`config.mk`:
```
export PLATFORM = sky130hd
export DESIGN_NAME = mem_arbiter
export DESIGN_NICKNAME = d
export VERILOG_FILES = /design/src/rtl/mem_arbiter.sv
export SDC_FILE = /design/constraint.sdc
export NUM_CORES = 1
export LEC_CHECK = 0
export BUFFER_PORTS_ARGS = -buffer_cell sky130_fd_sc_hd__buf_2
export CORE_MARGIN = 1.5
export CORE_UTILIZATION = 36
export DETAILED_ROUTE_END_ITERATION = 7
export PLACE_DENSITY = 0.85
export SYNTH_ARGS = -nofsm -noshare
export SYNTH_HDL_FRONTEND = slang
export SYNTH_SLANG_ARGS = --single-unit
```
`constraint.sdc`:
```
create_clock -name clk -period 5 [get_ports clk]
set_input_delay 1 -clock clk [delete_from_list [all_inputs] [get_ports clk]]
set_output_delay 1 -clock clk [all_outputs]
set_load 0.03 [all_outputs]
```
`src/rtl/mem_arbiter.sv`:
```
// mem_arbiter: two-port round-robin arbiter and sequencer for a single-port
// synchronous memory. Grants at most one access per clock and limits how many
// grants in a row one owner can take while the other port waits. Read data
// returned by the memory is tagged back to the port that issued the read.
//
// Build option: define MEM_ARB_STATS_EN to build the 16-bit saturating grant
// and stall counters. Without it the stat ports stay present and read 0.
//
// Handshake: a port raises req with we/addr/wdata and holds all of them
// stable until it sees gnt. The access is accepted on the rising edge where
// req & gnt are both high. gnt is combinational and is never high without
// req. Read data arrives with a one-cycle rvalid strobe RD_LAT cycles after
// the accept edge; writes produce no strobe.
module mem_arbiter #(
  parameter int AW        = 18,
  parameter int DW        = 8,
  parameter int RD_LAT    = 1,
  parameter int MAX_BURST = 4
) (
  input  logic          clk,
  input  logic          rst,
  input  logic          req_a,
  input  logic          we_a,
  input  logic [AW-1:0] addr_a,
  input  logic [DW-1:0] wdata_a,
  output logic          gnt_a,
  output logic          rvalid_a,
  output logic [DW-1:0] rdata_a,
  input  logic          req_b,
  input  logic          we_b,
  input  logic [AW-1:0] addr_b,
  input  logic [DW-1:0] wdata_b,
  output logic          gnt_b,
  output logic          rvalid_b,
  output logic [DW-1:0] rdata_b,
  output logic          mem_cs,
  output logic          mem_w_en,
  output logic          mem_r_en,
  output logic [AW-1:0] mem_addr,
  output logic [DW-1:0] mem_d_in,
  input  logic [DW-1:0] mem_d_out,
  output logic [15:0]   stat_gnt_a,
  output logic [15:0]   stat_gnt_b,
  output logic [15:0]   stat_stall
);

  typedef enum logic [1:0] {
    IDLE  = 2'd0,
    OWN_A = 2'd1,
    OWN_B = 2'd2
  } state_t;

  localparam logic [3:0] MAX_CNT = 4'(MAX_BURST);

  state_t     state, state_nxt;
  logic [3:0] cnt, cnt_nxt;
  // last_b = 1 when port B was the most recent new owner; A wins ties then.
  logic       last_b, last_b_nxt;
  logic       we_sel;

  // Read-return pipeline: valid bit and issuing port (1 = B) per stage.
  logic [RD_LAT-1:0] pipe_v;
  logic [RD_LAT-1:0] pipe_b;

  // Arbitration state register.
  always_ff @(posedge clk or posedge rst) begin
    if (rst) begin
      state  <= IDLE;
      cnt    <= 4'd0;
      last_b <= 1'b1;
    end else begin
      state  <= state_nxt;
      cnt    <= cnt_nxt;
      last_b <= last_b_nxt;
    end
  end

  // Grant selection and next-state; grants are forced low during reset.
  always_comb begin
    gnt_a      = 1'b0;
    gnt_b      = 1'b0;
    state_nxt  = state;
    cnt_nxt    = cnt;
    last_b_nxt = last_b;

    if (!rst) begin
      case (state)
        IDLE: begin
          if (req_a && (!req_b || last_b)) gnt_a = 1'b1;
          else if (req_b)                  gnt_b = 1'b1;
        end
        OWN_A: begin
          if (req_a && ((cnt < MAX_CNT) || !req_b)) gnt_a = 1'b1;
          else if (req_b)                           gnt_b = 1'b1;
        end
        OWN_B: begin
          if (req_b && ((cnt < MAX_CNT) || !req_a)) gnt_b = 1'b1;
          else if (req_a)                           gnt_a = 1'b1;
        end
        default: ;
      endcase
    end

    if (gnt_a) begin
      if (state == OWN_A) begin
        if (cnt < MAX_CNT) cnt_nxt = cnt + 4'd1;
      end else begin
        state_nxt  = OWN_A;
        cnt_nxt    = 4'd1;
        last_b_nxt = 1'b0;
      end
    end else if (gnt_b) begin
      if (state == OWN_B) begin
        if (cnt < MAX_CNT) cnt_nxt = cnt + 4'd1;
      end else begin
        state_nxt  = OWN_B;
        cnt_nxt    = 4'd1;
        last_b_nxt = 1'b1;
      end
    end else begin
      state_nxt = IDLE;
      cnt_nxt   = 4'd0;
    end
  end

  // Memory command pins muxed from the granted port; all zero with no grant.
  always_comb begin
    mem_cs   = gnt_a | gnt_b;
    we_sel   = gnt_b ? we_b : we_a;
    mem_w_en = mem_cs & we_sel;
    mem_r_en = mem_cs & ~we_sel;
    mem_addr = '0;
    mem_d_in = '0;
    if (gnt_a) begin
      mem_addr = addr_a;
      mem_d_in = wdata_a;
    end else if (gnt_b) begin
      mem_addr = addr_b;
      mem_d_in = wdata_b;
    end
  end

  // Shift accepted reads toward the return point; reset drops in-flight reads.
  always_ff @(posedge clk or posedge rst) begin
    if (rst) begin
      pipe_v <= '0;
      pipe_b <= '0;
    end else begin
      pipe_v[0] <= mem_r_en;
      pipe_b[0] <= gnt_b;
      for (int i = 1; i < RD_LAT; i++) begin
        pipe_v[i] <= pipe_v[i-1];
        pipe_b[i] <= pipe_b[i-1];
      end
    end
  end

  assign rvalid_a = pipe_v[RD_LAT-1] & ~pipe_b[RD_LAT-1];
  assign rvalid_b = pipe_v[RD_LAT-1] &  pipe_b[RD_LAT-1];
  assign rdata_a  = mem_d_out;
  assign rdata_b  = mem_d_out;

`ifdef MEM_ARB_STATS_EN
  logic stall;
  assign stall = (req_a & ~gnt_a) | (req_b & ~gnt_b);

  // Saturating usage counters: accepted accesses per port and waiting cycles.
  always_ff @(posedge clk or posedge rst) begin
    if (rst) begin
      stat_gnt_a <= 16'h0000;
      stat_gnt_b <= 16'h0000;
      stat_stall <= 16'h0000;
    end else begin
      if (gnt_a && (stat_gnt_a != 16'hFFFF)) stat_gnt_a <= stat_gnt_a + 16'd1;
      if (gnt_b && (stat_gnt_b != 16'hFFFF)) stat_gnt_b <= stat_gnt_b + 16'd1;
      if (stall && (stat_stall != 16'hFFFF)) stat_stall <= stat_stall + 16'd1;
    end
  end
`else
  assign stat_gnt_a = 16'h0000;
  assign stat_gnt_b = 16'h0000;
  assign stat_stall = 16'h0000;
`endif

endmodule

```
==> impl_metrics.ini, run 1 <==
[yosys]
synthCells = 158
synth_top_area_share_pct = 36.5
ys_warn_count = 0
synthFlopType = dfrtp_1
synth_top_family_by_area = buffers and inverters
synth_compound_area_share_pct = 29.5
synth.area.mux_share_pct = 0.843
seq_area_frac_synth_pct = 16.9
synth_edf_count = 0
synth-adder-area-share_pct = 0.936
yosys.area_share.simple_pct = 8.80
async_flop_share_pct = 100
yosys.area.top_type = buf_4
synth-xor-area-share_pct = 0
netlist_top_cells_area = buf_4 (37%), a22o_1 (18%), dfrtp_1 (15%), buf_6 (3.4%), dfstp_2 (2.0%)
synth_area_sq_um = 1340
synth.avg_cell_area_sq_um = 8.46
synth.distinct_cells = 35
ys_seq_elements = 9

[place]
gp_routability_congestion = 0.845
dpl_cell_area_sq_um = 1480
dpl.hpwl_mm = 2.95
port_buffers = 90
dp_slack_ns = 1.20

[setup_path]
worstPathRequired_ns = 4.00
worstSetupPathType = in -> out
start_kind = input port
crit_start = req_b
path_delay_family = compound AO/OA/AOI/OAI gates
rr_worst_depth = 4
crit_slowest_cell = a221oi_4
path_max_fanout = 31
crit_path_end_kind = output pin
cp_data_arrival_time_ns = 2.81
crit_cells = 5
critical_path.cell_chain = buf_2 -> a21o_1 -> a221oi_4 -> a22o_1 -> buf_2
slowest_delay_ns = 0.94
path_buf_inv = 2
r2r_setup_slack_ns = 2.69
cpMostUsedCell = buf_2
r2r-start = cnt[2]

[global_route]
grt_pass1_vias = 1094
grt-busiest-layer = met2
grt-ovfl-total = 0
grt_util_met3_pct = 2.11
grt_pass1_wl_mm = 5.22
groute.usage.overall_pct = 16.3
grt.met2_usage_pct = 32.8
gr-usage-met1_pct = 17.1
grt_antenna_before_repair = 0
grt_max_degree = 33

[power]
clkPwrFrac_pct = 23.2
peakVddDrop_v = 0.0000966
p_per_area_nw_per_um2 = 238
p_switching_mw = 0.171
combPwrFrac_pct = 53.0
sequentialPowerShare_pct = 23.8
p_int_mw = 0.192
leakagePower_nw = 0.915
netSwitchingFraction_pct = 47.1

[cells_and_area]
drive_gt1_share_pct = 45.3
final_common_cell = buf_2
design_area_sq_um = 1520
num_antenna_cells = 0
layout_common_cells = buf_2 (90), conb_1 (48), a22o_1 (28), dfrtp_1 (8)
num-nets-final = 293
syn_to_final_growth_pct = 13.9

[sta]
tns_ns = 0
drv_slew = 0
hold_viol = 0
min_period_ns = 3.81
max_freq_mhz = 262
layout_setup_ws_ns = 1.19
rsz0062_at_grt = no
hold_ws_ns = 0.483
skew_ns = 0.00271
slew_headroom_pct = 23.3
tightest_slew_ns = 1.15
fin_crit_sh_pct = 76.2
finalSetupViolations = 0

[run_status]
outcome = complete, no violations

[detailed_routing]
vias = 1210
wl_per_cell_um = 13.1
drt-pass1-iter-count = 4
postRouteAntennaNets = 0
initialDrtViolationCount = 34
drc = 0
drt_wl_total_mm = 3.55
viasPerCell = 4.46

[clock_tree]
cts.repair.resized = 0
insertion_delay_ns = 0.23
cts_root_buf = clkbuf_8
cts.sinks = 9
cts.htree.levels = 1
clk_pin_slew_ns = 0.05
cts_tree = done
postCtsHoldBufs = 0
cts_buffer_depth = 2
cts_buffers = 3
cts_setup_buffers = 0

[die]
fp.dieW_um = 63.9
start_util_pct = 38.8
die_h_um = 63.9
fp.coreArea_sq_um = 3440
die-area_sq_um = 4090
num_rows = 21
io_pins = 163

[run]
maxCapViolations = 0

[min_path]
hold_start = last_b
hold_depth = 2
hp-class = reg -> reg
-- power by group through the flow --
stage,clock [mW],combinational [mW],sequential (mW)
2_1_floorplan,0,0.202,0.0833
3_3_place_gp,0,0.190,0.0872
3_5_place_dp,0,0.192,0.0874
4_1_cts,0.0858,0.193,0.0863
5_1_grt,0.0902,0.205,0.0876
6_report,0.0843,0.192,0.0864
-- area by class of cell --
class / instances / area (sq um)
timing repair buffer: 90 / 450
inverter: 4 / 15.0
sequential: 9 / 226
tap: 46 / 57.6
fill: 362 / 1920
clock buffer: 4 / 45.0
multi-input combinational: 118 / 727
-- metrics by stage --
stage	util, %	cells	power, mW
6_report	44.2	271	0.363
2_1_floorplan	-	205	0.285
5_1_grt	44.2	271	0.383
3_3_place_gp	42.9	267	0.277
4_1_cts	44.2	271	0.365
3_5_place_dp	42.9	267	0.279
-- cells in the mapped netlist (2+ instances only) --
cell / instances
buf_6: 4
nor2b_1: 2
o21ai_0: 3
a211oi_1: 2
nor2_1: 6
dfrtp_1: 8
nand2_1: 6
buf_2: 3
buf_4: 65
a22o_1: 28
a21oi_1: 2
inv_1: 4
clkbuf_1: 2
o31ai_1: 2
-- registers in the layout, summed over array words and instances, names as in the netlist --
signal	flops
state	2
last_b	1
cnt	4
pipe_v	1
pipe_b	1
-- worst register-to-register path, cell delays in order (launching register included) --
cell,delay (ns)
dfrtp_1,0.41
or2_1,0.32
a21o_1,0.24
a221oi_4,0.94
o221a_2,0.33
-- routing by layer --
| metal | vias to the layer above | share of wire [%] | routed length [um] |
|---|---|---|---|
| li1 | 576 | - | - |
| met1 | 560 | 35 | 1250 |
| met2 | 70 | 58 | 2050 |
| met3 | 4 | 6.2 | 219 |
| met4 | 0 | 0.84 | 30 |
| met5 | - | 0 | 0 |
-- kinds of logic after synthesis --
group | count (synthesis)
multiplexers | 1
AND/OR/NAND/NOR | 22
other | 1
AO/OA/AOI/OAI | 46
adder cells (fa/ha/maj) | 1
buffers and inverters | 78
flip-flops | 9
-- path summary, 6_finish.rpt --
| check | end |
|---|---|
| hold / removal | last_b |
| hold reg to reg | last_b |
| setup / recovery | mem_r_en |
| setup reg to reg | cnt[0] |
| min in group asynchronous | cnt[3] |
| max in group asynchronous | last_b |
Power figures use the tool's default switching activity.
==> run 2, diff against run 1 <==
- CORE_UTILIZATION: 36 -> 33
- PLACE_DENSITY: 0.85 -> 0.78
- clock period: 5 -> 3.9 ns (I/O delays scaled with it)
==> impl_metrics.ini, run 2 (synthesized netlist as in run 1, its figures left out) <==
[setup_path]
worstPathRequired_ns = 3.12
cp_data_arrival_time_ns = 2.56
cpMostUsedCell = buf_2
path_max_fanout = 32
crit_path_end_kind = output pin
slowest_delay_ns = 0.49
start_kind = input port
path_delay_family = compound AO/OA/AOI/OAI gates
critical_path.cell_chain = buf_2 -> or4b_4 -> a31oi_2 -> o21a_4 -> a22o_1 -> buf_2
r2r-start = state[0]
worstSetupPathType = in -> out
crit_slowest_cell = or4b_4
path_buf_inv = 2
crit_start = req_b
r2r_setup_slack_ns = 1.83

[die]
die_h_um = 66.6
io_pins = 163
num_rows = 22
die-area_sq_um = 4440
fp.coreArea_sq_um = 3770
fp.dieW_um = 66.6
start_util_pct = 35.4

[clock_tree]
cts_buffers = 3
insertion_delay_ns = 0.23
cts_tree = done
cts_setup_buffers = 0
cts_buffer_depth = 2
cts.sinks = 9
clk_pin_slew_ns = 0.05
postCtsHoldBufs = 0
cts.repair.resized = 0
cts_root_buf = clkbuf_8
cts.htree.levels = 1

[cells_and_area]
layout_common_cells = buf_2 (90), conb_1 (48), a22o_1 (28), dfrtp_1 (8)
drive_gt1_share_pct = 45.6
biggestRegsByFlops = cnt: 4 flops, state: 2 flops
design_area_sq_um = 1530
syn_to_final_growth_pct = 14.6
final_common_cell = buf_2
top_register = cnt
num_antenna_cells = 0
num-nets-final = 294
largest_reg_flops = 4

[global_route]
grt_max_degree = 33
grt-ovfl-total = 0
grt_pass1_wl_mm = 4.57
grt_antenna_before_repair = 0
grt_pass1_vias = 935
groute.usage.overall_pct = 13.2

[run_status]
outcome = complete, no violations

[place]
port_buffers = 90
dpl.hpwl_mm = 2.70
gp_routability_congestion = 0.788
dpl_cell_area_sq_um = 1490
dp_slack_ns = 0.564

[power]
leakagePower_nw = 0.920
combPwrFrac_pct = 52.8
netSwitchingFraction_pct = 47.1
p_switching_mw = 0.220
peakVddDrop_v = 0.000111
p_per_area_nw_per_um2 = 304
finalPower_mw = 0.466
sequentialPowerShare_pct = 23.8
p_int_mw = 0.247
clkPwrFrac_pct = 23.4

[sta]
hold_ws_ns = 0.474
drv_slew = 0
slew_headroom_pct = 65.7
finalSetupViolations = 0
fin_crit_sh_pct = 85.5
skew_ns = 0.00218
hold_viol = 0
min_period_ns = 3.34
tightest_slew_ns = 0.511
tns_ns = 0
layout_setup_ws_ns = 0.564
max_freq_mhz = 300
rsz0062_at_grt = no

[detailed_routing]
initialDrtViolationCount = 24
drt-pass1-iter-count = 4
drt_wl_total_mm = 3.32
viasPerCell = 4.36
wl_per_cell_um = 12.1
postRouteAntennaNets = 0
vias = 1196
drc = 0

[run]
maxCapViolations = 0

[min_path]
hold_start = last_b
hp-class = reg -> reg
## run 2: cell types whose count changed in the layout (fill, tap and decap cells not counted)
| cell | previous run | this run |
|---|---|---|
| buf_4 | 0 | 1 |
## run 2: area by class of cell
cell class	instances	area, sq um
inverter	4	15.0
fill	404	2240
sequential	9	226
tap	48	60.1
multi-input combinational	118	727
timing repair buffer	91	458
clock buffer	4	45.0
## run 2: final timing paths
check,end,depth (start not counted)
worst max-delay path,mem_r_en,6
worst min-delay path,last_b,2
worst max register to register,cnt[0],4
worst min register to register,last_b,2
max in group asynchronous,last_b,2
min in group asynchronous,cnt[2],2
## run 2: through the flow
step	cells	util, %
CTS	274	40.6
global route	274	40.6
floorplan	205	-
global placement	270	39.4
detailed placement	270	39.4
finish	274	40.6
## run 2: worst register-to-register path, stage by stage, from the launching register on
cell     delay (ns)
dfrtp_1        0.51
or4b_4         0.58
a31oi_2        0.28
o21a_4         0.39
o221a_2        0.25
## run 2: power groups by stage
stage	clock, mW	combinational (mW)	sequential [mW]
2_1_floorplan	0	0.259	0.107
3_3_place_gp	0	0.244	0.112
3_5_place_dp	0	0.246	0.112
4_1_cts	0.112	0.247	0.111
5_1_grt	0.119	0.263	0.112
6_report	0.109	0.246	0.111
## run 2: routing by layer
| layer | up-vias | GRT usage [%] | share of wire (%) |
|---|---|---|---|
| li1 | 579 | - | - |
| met1 | 548 | 18.8 | 41 |
| met2 | 65 | 20.6 | 52 |
| met3 | 4 | 0.845 | 6.4 |
| met4 | 0 | 5.10 | 1.1 |
| met5 | - | 0 | 0 |
==> run 3, diff against run 2 <==
- CORE_ASPECT_RATIO: not set -> 1.5
==> impl_metrics.ini, run 3 (synthesized netlist as in run 1, its figures left out) <==
[detailed_routing]
drc = 0
viasPerCell = 4.56
drt-pass1-iter-count = 4
wl_per_cell_um = 11.7
vias = 1237
drt_wl_total_mm = 3.18
initialDrtViolationCount = 37
postRouteAntennaNets = 0

[die]
num_rows = 28
fp.coreArea_sq_um = 3920
start_util_pct = 34.1
die-area_sq_um = 4450
fp.dieW_um = 55.0
io_pins = 163
die_h_um = 80.9

[run]
maxCapViolations = 0

[power]
peakVddDrop_v = 0.000175
leakagePower_nw = 0.920
p_per_area_nw_per_um2 = 307

[clock_tree]
postCtsHoldBufs = 0
cts_buffer_depth = 2
cts_setup_buffers = 0
insertion_delay_ns = 0.24
cts.htree.levels = 1
cts_root_buf = clkbuf_8
cts.sinks = 9
clk_pin_slew_ns = 0.04
cts_tree = done
cts_buffers = 3
cts.repair.resized = 0

[setup_path]
crit_path_end_kind = output pin
worstSetupPathType = in -> out
cp_data_arrival_time_ns = 2.53
start_kind = input port
worstPathRequired_ns = 3.12
path_max_fanout = 32

[global_route]
grt_max_degree = 33
grt_pass1_wl_mm = 4.24
groute.usage.overall_pct = 13.4
grt-ovfl-total = 0
grt_pass1_vias = 957
grt_antenna_before_repair = 0

[cells_and_area]
layout_common_cells = buf_2 (90), conb_1 (48), a22o_1 (28), dfrtp_1 (8)
final_cells = 271
top_register = cnt
drive_gt1_share_pct = 45.6
largest_reg_flops = 4
num-nets-final = 294
syn_to_final_growth_pct = 14.3
num-fill-cells = 416
design_area_sq_um = 1530
finish.utilization_pct = 38.9
num_antenna_cells = 0
biggestRegsByFlops = cnt: 4 flops, state: 2 flops
final_common_cell = buf_2

[run_status]
outcome = complete, no violations

[sta]
rsz0062_at_grt = no
hold_viol = 0
hold_ws_ns = 0.476
skew_ns = 0.00246
fin_crit_sh_pct = 84.8
drv_slew = 0
min_period_ns = 3.31
finalSetupViolations = 0
max_freq_mhz = 302
tns_ns = 0

[place]
dpl_cell_area_sq_um = 1480
port_buffers = 90
gp_routability_congestion = 0.845
dpl.hpwl_mm = 2.62
dpl.cell_count = 267

[min_path]
hp-class = reg -> reg
## run 3: cell counts in the layout (fill, tap and decap cells not counted)
No cell type changed its count.
## run 3: metal layers
| layer | track usage (%) | wire length (um) | vias to the layer above |
|---|---|---|---|
| li1 | - | - | 581 |
| met1 | 16.9 | 1250 | 544 |
| met2 | 19.5 | 1470 | 94 |
| met3 | 1.47 | 294 | 18 |
| met4 | 11.7 | 167 | 0 |
| met5 | 0 | 0 | - |
## run 3: critical path, cell delays in order
cell and delay, ns:
buf_2 0.18, or4b_4 0.49, a31oi_2 0.26, o21a_4 0.38, a22o_1 0.21, buf_2 0.20
## run 3: final cells by class
class / instances / area, sq um / area share (%)
clock buffers: 4 / 45.0 / 2.95
well taps: 45 / 56.3 / 3.69
inverters: 4 / 15.0 / 0.983
multi-input cells: 118 / 727 / 47.6
repair buffers: 91 / 458 / 30.0
flip-flops and latches: 9 / 226 / 14.8
## run 3: worst paths after layout
check | startpoint | end | slack, ns | cells after the start
setup / recovery | req_b | mem_r_en | 0.59 | 6
hold / removal | last_b | last_b | 0.48 | 2
setup reg to reg | state[0] | cnt[0] | 1.86 | 4
hold reg to reg | last_b | last_b | 0.48 | 2
max in group asynchronous | rst | last_b | 3.08 | 2
min in group asynchronous | rst | cnt[0] | 0.52 | 2
## run 3: power breakdown
| group | internal (mW) | switching, mW |
|---|---|---|
| combinational | 0.0735 | 0.172 |
| sequential | 0.102 | 0.00892 |
| clock | 0.0716 | 0.0412 |
| total | 0.247 | 0.222 |
## run 3: through the flow
stage | setup slack, ns | power (mW)
6_report | 0.592 | 0.469
5_1_grt | 0.489 | 0.494
4_1_cts | 0.584 | 0.471
3_5_place_dp | 0.589 | 0.357
2_1_floorplan | 0.834 | 0.366
3_3_place_gp | 0.636 | 0.354
